--- src/rtl/i2s_rx.sv ---
// I2S slave receiver: syncs BCLK/LRCK/DATA into clk, deframes L/R words and presents stereo pairs.
// Pair valid SYNC_STAGES+3 clk after the last right bit is sampled; an unaccepted pair is overwritten and flagged.
module i2s_rx #(
    parameter int DATA_W      = 16,
    parameter int SYNC_STAGES = 2
) (
    input  logic              clk,
    input  logic              reset,
    input  logic              i2s_bclk,
    input  logic              i2s_lrck,
    input  logic              i2s_data,
    output logic [DATA_W-1:0] left_out,
    output logic [DATA_W-1:0] right_out,
    output logic              valid_out,
    input  logic              ready_in,
    output logic              overrun_out,
    output logic              frame_err_out
);

    localparam int CNT_W = $clog2(DATA_W + 1);
    localparam logic [CNT_W-1:0] CNT_FULL = CNT_W'(DATA_W);
    localparam logic [CNT_W-1:0] CNT_LAST = CNT_W'(DATA_W - 1);

    typedef enum logic [1:0] {HUNT, LEFT, RIGHT} state_t;

    logic [SYNC_STAGES-1:0] r_bclk_sync;
    logic [SYNC_STAGES-1:0] r_lrck_sync;
    logic [SYNC_STAGES-1:0] r_data_sync;
    logic                   r_bclk_prev;
    logic                   r_rise;
    logic                   r_lrck_q;
    logic                   r_data_q;
    logic                   r_lrck_prev;

    state_t                 r_state;
    state_t                 w_state_nxt;
    logic [CNT_W-1:0]       r_bit_cnt;
    logic [DATA_W-1:0]      r_shift;
    logic [DATA_W-1:0]      r_left_hold;
    logic [DATA_W-1:0]      r_right_hold;
    logic                   r_left_ok;
    logic                   r_commit;

    logic                   w_bclk_s;
    logic                   w_lrck_s;
    logic                   w_data_s;
    logic                   w_boundary;
    logic                   w_clear;
    logic                   w_shift_en;
    logic                   w_word_done;
    logic                   w_frame_err;
    logic [DATA_W-1:0]      w_shift_nxt;

    assign w_bclk_s    = r_bclk_sync[SYNC_STAGES-1];
    assign w_lrck_s    = r_lrck_sync[SYNC_STAGES-1];
    assign w_data_s    = r_data_sync[SYNC_STAGES-1];
    assign w_boundary  = (r_lrck_q != r_lrck_prev);
    assign w_shift_nxt = {r_shift[DATA_W-2:0], r_data_q};

    // Rise strobe is registered, so lrck/data are retimed with it to stay aligned.
    always_ff @(posedge clk or negedge reset) begin
        if (!reset) begin
            r_bclk_sync <= '0;
            r_lrck_sync <= '0;
            r_data_sync <= '0;
            r_bclk_prev <= 1'b0;
            r_rise      <= 1'b0;
            r_lrck_q    <= 1'b0;
            r_data_q    <= 1'b0;
        end else begin
            r_bclk_sync <= {r_bclk_sync[SYNC_STAGES-2:0], i2s_bclk};
            r_lrck_sync <= {r_lrck_sync[SYNC_STAGES-2:0], i2s_lrck};
            r_data_sync <= {r_data_sync[SYNC_STAGES-2:0], i2s_data};
            r_bclk_prev <= w_bclk_s;
            r_rise      <= w_bclk_s & ~r_bclk_prev;
            r_lrck_q    <= w_lrck_s;
            r_data_q    <= w_data_s;
        end
    end

    always_ff @(posedge clk or negedge reset) begin
        if (!reset) begin
            r_state <= HUNT;
        end else begin
            r_state <= w_state_nxt;
        end
    end

    always_comb begin
        w_state_nxt = r_state;
        w_clear     = 1'b0;
        w_shift_en  = 1'b0;
        w_word_done = 1'b0;
        w_frame_err = 1'b0;
        if (r_rise) begin
            case (r_state)
                HUNT: begin
                    if (!r_lrck_q && r_lrck_prev) begin
                        w_state_nxt = LEFT;
                        w_clear     = 1'b1;
                    end
                end
                default: begin
                    if (w_boundary) begin
                        // This rise carries the previous slot's LSB, which is dropped.
                        w_clear     = 1'b1;
                        w_frame_err = (r_bit_cnt != CNT_FULL);
                        w_state_nxt = r_lrck_q ? RIGHT : LEFT;
                    end else if (r_bit_cnt != CNT_FULL) begin
                        w_shift_en  = 1'b1;
                        w_word_done = (r_bit_cnt == CNT_LAST);
                    end
                end
            endcase
        end
    end

    always_ff @(posedge clk or negedge reset) begin
        if (!reset) begin
            r_lrck_prev   <= 1'b0;
            r_bit_cnt     <= '0;
            r_shift       <= '0;
            r_left_hold   <= '0;
            r_right_hold  <= '0;
            r_left_ok     <= 1'b0;
            r_commit      <= 1'b0;
            frame_err_out <= 1'b0;
        end else begin
            r_commit      <= 1'b0;
            frame_err_out <= w_frame_err;
            if (r_rise) begin
                r_lrck_prev <= r_lrck_q;
            end
            if (w_clear) begin
                r_bit_cnt <= '0;
                r_shift   <= '0;
            end else if (w_shift_en) begin
                r_bit_cnt <= r_bit_cnt + 1'b1;
                r_shift   <= w_shift_nxt;
            end
            if (w_frame_err) begin
                r_left_ok <= 1'b0;
            end
            if (w_word_done) begin
                if (r_state == LEFT) begin
                    r_left_hold <= w_shift_nxt;
                    r_left_ok   <= 1'b1;
                end else begin
                    r_right_hold <= w_shift_nxt;
                    if (r_left_ok) begin
                        r_commit  <= 1'b1;
                        r_left_ok <= 1'b0;
                    end
                end
            end
        end
    end

    always_ff @(posedge clk or negedge reset) begin
        if (!reset) begin
            left_out    <= '0;
            right_out   <= '0;
            valid_out   <= 1'b0;
            overrun_out <= 1'b0;
        end else begin
            overrun_out <= 1'b0;
            if (r_commit) begin
                left_out    <= r_left_hold;
                right_out   <= r_right_hold;
                valid_out   <= 1'b1;
                overrun_out <= valid_out & ~ready_in;
            end else if (valid_out && ready_in) begin
                valid_out <= 1'b0;
            end
        end
    end

endmodule

--- config.mk ---
export PLATFORM = sky130hd
export DESIGN_NAME = i2s_rx
export DESIGN_NICKNAME = d
export VERILOG_FILES = /design/src/rtl/i2s_rx.sv
export SDC_FILE = /design/constraint.sdc
export NUM_CORES = 1
export LEC_CHECK = 0
export BUFFER_PORTS_ARGS = -buffer_cell sky130_fd_sc_hd__clkbuf_2
export CAP_MARGIN = 40
export CORE_MARGIN = 2
export CORE_UTILIZATION = 50
export CTS_BUF_LIST = sky130_fd_sc_hd__clkbuf_4
export CTS_CLUSTER_DIAMETER = 60
export DETAILED_ROUTE_END_ITERATION = 8
export HOLD_SLACK_MARGIN = 0.06
export PLACE_DENSITY_LB_ADDON = 0.2
export SLEW_MARGIN = 20
export SYNTH_ARGS = -nofsm -noshare
export SYNTH_HDL_FRONTEND = slang
export SYNTH_SLANG_ARGS = --single-unit
export TNS_END_PERCENT = 5
--- constraint.sdc ---
create_clock -name clk -period 4 [get_ports clk]
set_input_delay 0.8 -clock clk [delete_from_list [all_inputs] [get_ports clk]]
set_output_delay 0.8 -clock clk [all_outputs]
set_load 0.1 [all_outputs]
Yosys cells after proc, flatten, opt, wreduce, memory -nomap -nowiden

Index checks and enable logic that the tools add are counted.

Register bits: 102
Output and inout bits: 35
Logic and storage cells: 74

$add $sub $neg: 1
Equality and inequality tests: 5
Multiplexer cells: 33
Bitwise gates (word level): 5
Reductions and logical operators: 10

Operator list:

| cell                                                            | number |
|---|---|
| 15-bit two-way mux                                              | 2 |
| 1-bit two-way mux                                               | 25 |
| 5-bit two-way mux                                               | 2 |
| 2-bit two-way mux                                               | 4 |
| 2-bit nonzero test                                              | 3 |
| 5-bit by 1-bit adder with 5-bit output, second input constant   | 1 |
| 5-bit by 4-bit == test with 1-bit output, second input constant | 1 |
| 5-bit != test, second input constant                            | 1 |
| 2-bit AND reduction                                             | 2 |
| 1-bit NOT                                                       | 3 |
| 3-bit AND reduction                                             | 1 |
| 1-bit AND                                                       | 2 |
| 2-bit by 1-bit == test with 1-bit output, second input constant | 1 |
| 1-bit logical AND                                               | 2 |
| 2-bit zero test                                                 | 1 |
| 2-bit != test, second input constant                            | 1 |
| 1-bit zero test                                                 | 1 |
| 1-bit != test                                                   | 1 |

Depth between registers and ports, before layout

Gate-level depths: netlist of run 1.

Word-level depth: 8
Mapped depth: 8

Worst setup path after synthesis of run 1

No wires, ideal clock.

Path kind: register to register
Start: register r_bit_cnt[0]
End: register r_right_hold[0]
Arrival: 1.816 ns
Setup slack: 2.059 ns
Cell stages (with the launch flop): 8
Clock period less this slack: 1.941 ns
Cell sequence: dfrtp_1 ha_1 and3_1 ha_1 and3_1 nand3_2 buf_2 mux2_2

Word-level cells in the longest chain between the ends: 6

Ends and longest elaborated chain:

| what                                                                      | line     | text |
|---|---|---|
| start: declaration                                                        | 37       | `logic [CNT_W-1:0] r_bit_cnt;` |
| start signal: assignment                                                  | 138      | `r_bit_cnt <= r_bit_cnt + 1'b1;` |
| 5-bit by 4-bit == test with 1-bit output or 5-bit != test (tied branches) | 111, 109 |  |
| 1-bit two-way mux *                                                       | 109      | `end else if (r_bit_cnt != CNT_FULL) begin` |
| 1-bit two-way mux *                                                       | 104      | `if (w_boundary) begin` |
| 1-bit two-way mux *                                                       | 96       | `case (r_state)` |
| 1-bit two-way mux *                                                       | 95       | `if (r_rise) begin` |
| 2-bit AND reduction (no line) *                                           | --       |  |
| end signal: assignment                                                    | 149      | `r_right_hold <= w_shift_nxt;` |
| end: declaration                                                          | 40       | `logic [DATA_W-1:0] r_right_hold;` |

Every way passes the cells marked *; elsewhere a longest branch is shown, timed or not.
A chain may end at the register's enable or synchronous reset.

Worst setup path after layout of run 1

Start: register r_bit_cnt[0]
End: register r_left_hold[10]

Word-level cells in the longest chain between the ends: 6

Ends and longest elaborated chain:

| what                                                                      | line     | text |
|---|---|---|
| 5-bit by 4-bit == test with 1-bit output or 5-bit != test (tied branches) | 111, 109 |  |
| 1-bit two-way mux *                                                       | 109      |  |
| 1-bit two-way mux *                                                       | 104      |  |
| 1-bit two-way mux *                                                       | 96       |  |
| 1-bit two-way mux *                                                       | 95       |  |
| 2-bit AND reduction (no line) *                                           | --       |  |
| end signal: assignment                                                    | 146      | `r_left_hold <= w_shift_nxt;` |
| end: declaration                                                          | 39       | `logic [DATA_W-1:0] r_left_hold;` |

Marks and branches as above.

==> out/qor.yml, run 1 <==
cts:
  root_buffer: "clkbuf_4"
  cts_buffers: 9
  cts_resized: 0
  clock_sinks: 102
  cts_max_level: 3
  insertion_delay_ps: 430
  clock_path_buffers: 2
  postCtsSetupBuffers: 0
  tritoncts: "built"
  ctsHoldBuffers: 0
  clk_pin_slew_ps: 150
worst_setup_path:
  reg2reg_from: "r_bit_cnt[0]"
  crit_arrival_ps: 2670
  cp-startpoint: "r_bit_cnt[0]"
  start_kind: "flip-flop"
  required_ps: 4320
  rr_worst_depth: 6
  cp_max_fo: 17
  reg2reg_setup_slack_ps: 1650
  slowest_delay_ps: 750
  reg2reg_to: "r_left_hold[10]"
  cp_slowest_cell: "and4b_1"
  worst-setup-path-type: "flip-flop to flip-flop"
  cp-end-kind: "flip-flop"
  worstPathCellList: "ha_1 -> and3_1 -> ha_1 -> and3_1 -> and4b_1 -> mux2_2"
power:
  cellPowerDensity_mw_per_mm2: 384.0
  p_leak_uw: 0.002234
  irDropWorstVdd_uv: 199.5
die:
  die_h_um: 92.74
  core_mm2: 0.007687
  die-area_mm2: 0.008601
  num_rows: 32
  ioPinCount: 41
  start_util_pct: 51.22
  die_x_um: 92.74
timing:
  fin_ws_ps: 1652
  finalSetupViolations: 0
  min_period_ps: 2348
  slew_headroom_pct: 44.90
  period_share_pct: 58.71
  fin_skew_ps: 11.06
  worst_slew_pin_slew_ps: 826.3
  max_freq_ghz: 0.4258
  drv_slew: 0
  finalHoldViolCount: 0
  fin_tns_setup_ps: 0
  rsz0062_at_grt: "no"
flow_run:
  cap_viol_max_count: 0
route:
  drc_errors: 0
  drtAntennaViolNets: 0
  wl_um: 6462
  vias: 2247
  drt_iter0_drc: 96
  dr.pass1.iters: 4
  wire_per_inst_um: 15.53
  via_per_inst: 5.401
yosys:
  synth_fa_ha_area_share_pct: 1.271
  yosys.area_share.simple_pct: 5.116
  synth.area.top_cells: "dfrtp_1 (65%), mux2_2 (19%), o21ai_0 (2.5%), o2bb2ai_1 (1.6%), a21oi_1 (1.5%)"
  synthMuxAreaShare_pct: 19.10
  yosysWarnings: 0
  ys_types: 30
  synth_area_per_cell_um2: 14.58
  synth_top_family_by_area: "multiplexers"
  ys_ff_latch: 102
  mappedNetlistArea_mm2: 0.003938
  synth_top_cell_area_share_pct: 64.82
  synth_nets: 280
  synth_compound_area_share_pct: 7.086
  ys_seq_area_share_pct: 64.82
  syn_inst: 270
  yosys.area_share.xor_xnor_pct: 0
  yosys.area.top_type: "dfrtp_1"
placed_design:
  place.gp.congestion: 0.7591
  port_buffers: 40
  preCtsSetupSlack_ps: 1675
  dp_hpwl_um: 4044
final_layout:
  finalNetCount: 320
  fillers: 682
  seq_area_mm2: 0.002552
  multi_input_area_mm2: 0.001282
  area_delta_synth_final_pct: 10.65
  drive_gt1_share_pct: 39.81
  diodes: 0
global_routing:
  grt_pass1_wl_um: 10980
  grt-ovfl-total: 0
  antenna_found_initial: 0
  grt_util_all_layers_pct: 16.50
  grt_max_degree: 89
  grt_pass1_vias: 2163
run_status:
  outcome: "completed"
worst_hold_path:
  hp-class: "primary input to asynchronous set/reset pin"
==> cells in the mapped netlist (all sizes together) <==
cell and count:
o21ai 21, nor2 3, a31o 1, inv 8, o211ai 2, and3 3
nand2b 1, ha 4, and4b 1, a21o 1, mux2 65, clkbuf 8
nand4 1, a21oi 12, nand4bb 2, dfrtp 102, or3 2, and4bb 1
buf 6, o31ai 1, o2bb2ai 7, nor2b 2, mux2i 2, nand3 12
o211a 1, or4 1
==> worst max-delay path by stage <==
stage	slack, ps	depth (start not counted)	endpoint
6_report	1650	6	r_left_hold[10]
5_1_grt	1530	6	r_left_hold[10]
4_1_cts	1650	6	r_left_hold[10]
3_5_place_dp	1680	6	r_left_hold[10]
3_3_place_gp	1750	6	r_left_hold[0]
2_1_floorplan	2060	7	r_right_hold[0]
==> where the power goes <==
part	switching (uW)	internal (uW)	total (uW)	leakage, uW
combinational	61.9	27.3	89.2	0.000764
sequential	21.7	1050	1070	0.00140
clock	318	191	510	0.0000713
total	402	1270	1670	0.00223
==> critical path: cells and delay by family, from the launching register on <==
kind	cells	cell delay, ps
fa+ha+maj	2	330
flops	1	420
mux	1	420
simple gates	3	1090
==> cell type report <==
type                       count  share of cell area (%)
clock buffer                  10                   1.723
clock inverter                 5                   1.177
inverter                       8                  0.6893
multi-input combinational    146                   29.44
sequential                   102                   58.59
tap                          102                   2.929
timing repair buffer          43                   5.457
==> cells by family after synthesis <==
kind of cell | after synthesis
flip-flops | 102
multiplexers | 67
AO/OA/AOI/OAI | 46
AND/OR/NAND/NOR | 29
buffers and inverters | 22
adder cells (fa/ha/maj) | 4
==> layer usage <==
metal  vias to the layer above  GRT usage, %  routed length (um)
li1                       1046             -                   -
met1                      1140         24.08                3159
met2                        50         24.39                2950
met3                        11         3.173                 240
met4                         0         6.985                 112
met5                         -             0                   0
==> metrics by stage <==
step	utilization (%)	hold WS [ps]	power (uW)	std cells	cell area (um2)
finish	56.67	195.5	1673	416	4357
global placement	55.03	332.8	1180	401	4230
detailed placement	55.03	337.2	1185	401	4230
CTS	56.67	171.4	1693	416	4357
global route	56.67	168.6	1751	416	4357
floorplan	-	331.2	1141	270	3938
==> sequential cells by signal, indices dropped and copies added (netlist names) <==
register / cells
r_shift: 15
left_out: 16
r_rise: 1
r_lrck_sync: 2
right_out: 16
r_data_sync: 2
overrun_out: 1
r_left_hold: 16
r_data_q: 1
r_state: 2
frame_err_out: 1
r_left_ok: 1
r_right_hold: 16
r_bit_cnt: 5
valid_out: 1
r_bclk_prev: 1
r_commit: 1
r_lrck_q: 1
r_lrck_prev: 1
r_bclk_sync: 2
==> cell usage in the layout (no fill, tap or decap), drive strengths merged, types with 4 or more instances in the layout <==
cell type and instances:
a21oi 12, buf 4, clkbuf 49, clkinv 4, dfrtp 102, ha 4
inv 8, mux2 65, nand3 12, o21ai 21, o2bb2ai 7
Power figures use the tool's default switching activity.
==> run 2: changes to the inputs <==
Clock period 4 ns to 2.24 ns, I/O delays scaled along.
==> out/qor.yml, run 2 (synthesis gave the netlist of run 1 again) <==
die:
  die-area_mm2: 0.008601  # unchanged
  core_mm2: 0.007687  # unchanged
  start_util_pct: 51.22  # unchanged
  die_h_um: 92.74  # unchanged
  die_x_um: 92.74  # unchanged
  num_rows: 32  # unchanged
  ioPinCount: 41  # unchanged
route:
  drt_iter0_drc: 76  # -21%
  drtAntennaViolNets: 0  # unchanged
  wire_per_inst_um: 15.46  # -0.44%
  via_per_inst: 5.413  # +0.21%
  wl_um: 6557  # +1.5%
  drc_errors: 0  # unchanged
  vias: 2295  # +2.1%
  dr.pass1.iters: 4  # unchanged
final_layout:
  drive_gt1_share_pct: 40.99  # +1.2 points
  diodes: 0  # unchanged
  layout_common_cells: "dfrtp_1 (102), mux2_2 (65), clkbuf_2 (39), o21ai_0 (20), a21oi_1 (12)"
  mostFrequentLayoutCell: "dfrtp_1"
  finish.utilization_pct: 57.68  # +1.0 points
  area_delta_synth_final_pct: 12.62
  finalNetCount: 328  # +2.5%
power:
  power_frac_comb_pct: 5.6  # +0.3 points
  irDropWorstVdd_uv: 353.5  # +77%
  clockPowerShare_pct: 30.4  # about the same
  sequentialPowerShare_pct: 64.0  # -0.2 points
  p_leak_uw: 0.002272  # +1.7%
  p_switching_uw: 731.1  # +82%
  cellPowerDensity_mw_per_mm2: 676.3  # +76%
  internal-power_uw: 2268  # +78%
  swShare_pct: 24.38  # +0.36 points
worst_setup_path:
  required_ps: 2580  # -1740 ps
  cp-startpoint: "r_bit_cnt[0]"
  start_kind: "flip-flop"
  cp-end-kind: "flip-flop"
  reg2reg_setup_slack_ps: 260  # -1390 ps
  crit_arrival_ps: 2310  # -360 ps
  cp_max_fo: 17  # unchanged
  endpoint: "r_right_hold[2]"
  rr_worst_depth: 6  # unchanged
  reg2reg_to: "r_right_hold[2]"
  worst-setup-path-type: "flip-flop to flip-flop"
  reg2reg_from: "r_bit_cnt[0]"
placed_design:
  dp_hpwl_um: 4394  # +8.7%
  port_buffers: 40  # unchanged
  place.gp.congestion: 0.8281  # +9.1%
  preCtsSetupSlack_ps: 242.8  # -1433 ps
cts:
  clock_path_buffers: 2  # unchanged
  cts_buffers: 9  # unchanged
  root_buffer: "clkbuf_4"
  clk_pin_slew_ps: 150  # about the same
  tritoncts: "built"
  cts_max_level: 3  # unchanged
  insertion_delay_ps: 440  # about the same
  postCtsSetupBuffers: 0  # unchanged
  clock_sinks: 102  # unchanged
timing:
  holdWs_ps: 99.99  # -95.49 ps
  min_period_ps: 1976  # -372.3 ps
  fin_ws_ps: 264.1  # -1388 ps
  slew_headroom_pct: 58.85  # +14 points
  finalSetupViolations: 0  # unchanged
  fin_tns_setup_ps: 0  # unchanged
  drv_slew: 0  # unchanged
  rsz0062_at_grt: "no"
  max_freq_ghz: 0.5061  # +19%
  fin_skew_ps: 28.31  # +17.25 ps
  worst_slew_pin_slew_ps: 614.9  # -211.4 ps
  period_share_pct: 88.21  # +30 points
  finalHoldViolCount: 0  # unchanged
global_routing:
  antenna_found_initial: 0  # unchanged
  grt-ovfl-total: 0  # unchanged
  grt_pass1_wl_um: 11400  # +3.8%
  grt_pass1_vias: 2306  # +6.6%
  grt_util_all_layers_pct: 17.07  # +0.58 points
  grt_max_degree: 38  # -57%
worst_hold_path:
  hp-class: "primary input to flip-flop"
  holdPathStages: 1
flow_run:
  cap_viol_max_count: 0  # unchanged
run_status:
  outcome: "completed"
[run 2: per-layer routing]
layer / share of wire [%] / track usage (%) / vias to the layer above
met5: 0 / 0 / -
met4: 1.5 / 7.353 / 0
met3: 4.2 / 2.929 / 8
met2: 46 / 25.73 / 56
met1: 48 / 24.66 / 1166
li1: - / - / 1065
[run 2: worst min-delay path by stage]
stage                         startpoint        endpoint
after floorplan                    reset   frame_err_out
after global placement    r_lrck_sync[1]        r_lrck_q
after detailed placement  r_data_sync[0]  r_data_sync[1]
after CTS                       i2s_data  r_data_sync[0]
after global routing            i2s_data  r_data_sync[0]
final                           i2s_data  r_data_sync[0]
[run 2: worst max-delay path, stage by stage (launching register included)]
cell and delay, ps:
dfrtp_1 430, ha_1 210, and3_1 180, ha_1 190
and3_1 190, nand3_2 310, mux2_2 380
[run 2: power groups by stage]
stage | combinational (uW) | clock (uW) | sequential (uW)
2_1_floorplan | 90.2 | 0 | 1950
3_3_place_gp | 166 | 0 | 1950
3_5_place_dp | 170 | 0 | 1950
4_1_cts | 172 | 939 | 1920
5_1_grt | 195 | 1010 | 1930
6_report | 168 | 912 | 1920
[run 2: through the flow]
stage / power [uW] / instances / instance area [um2]
floorplan: 2038 / 270 / 3938
global placement: 2115 / 408 / 4295
detailed placement: 2122 / 408 / 4295
CTS: 3028 / 424 / 4434
global route: 3135 / 424 / 4434
finish: 2999 / 424 / 4434
[run 2: layout make-up]
cell class / count / area, um2
Tap cell: 102 / 127.6
Clock buffer: 9 / 67.56
Clock inverter: 6 / 61.31
Sequential cell: 102 / 2552
Fill cell: 654 / 3253
Inverter: 8 / 30.03
Timing Repair Buffer: 51 / 312.8
Multi-Input combinational cell: 146 / 1282
[run 2: what timing repair did]
item | 4_1_cts | 5_1_grt
endpoints found under the hold margin | 31 | 0
resized for setup | 0 | 0
hold buffers | 1 | 0
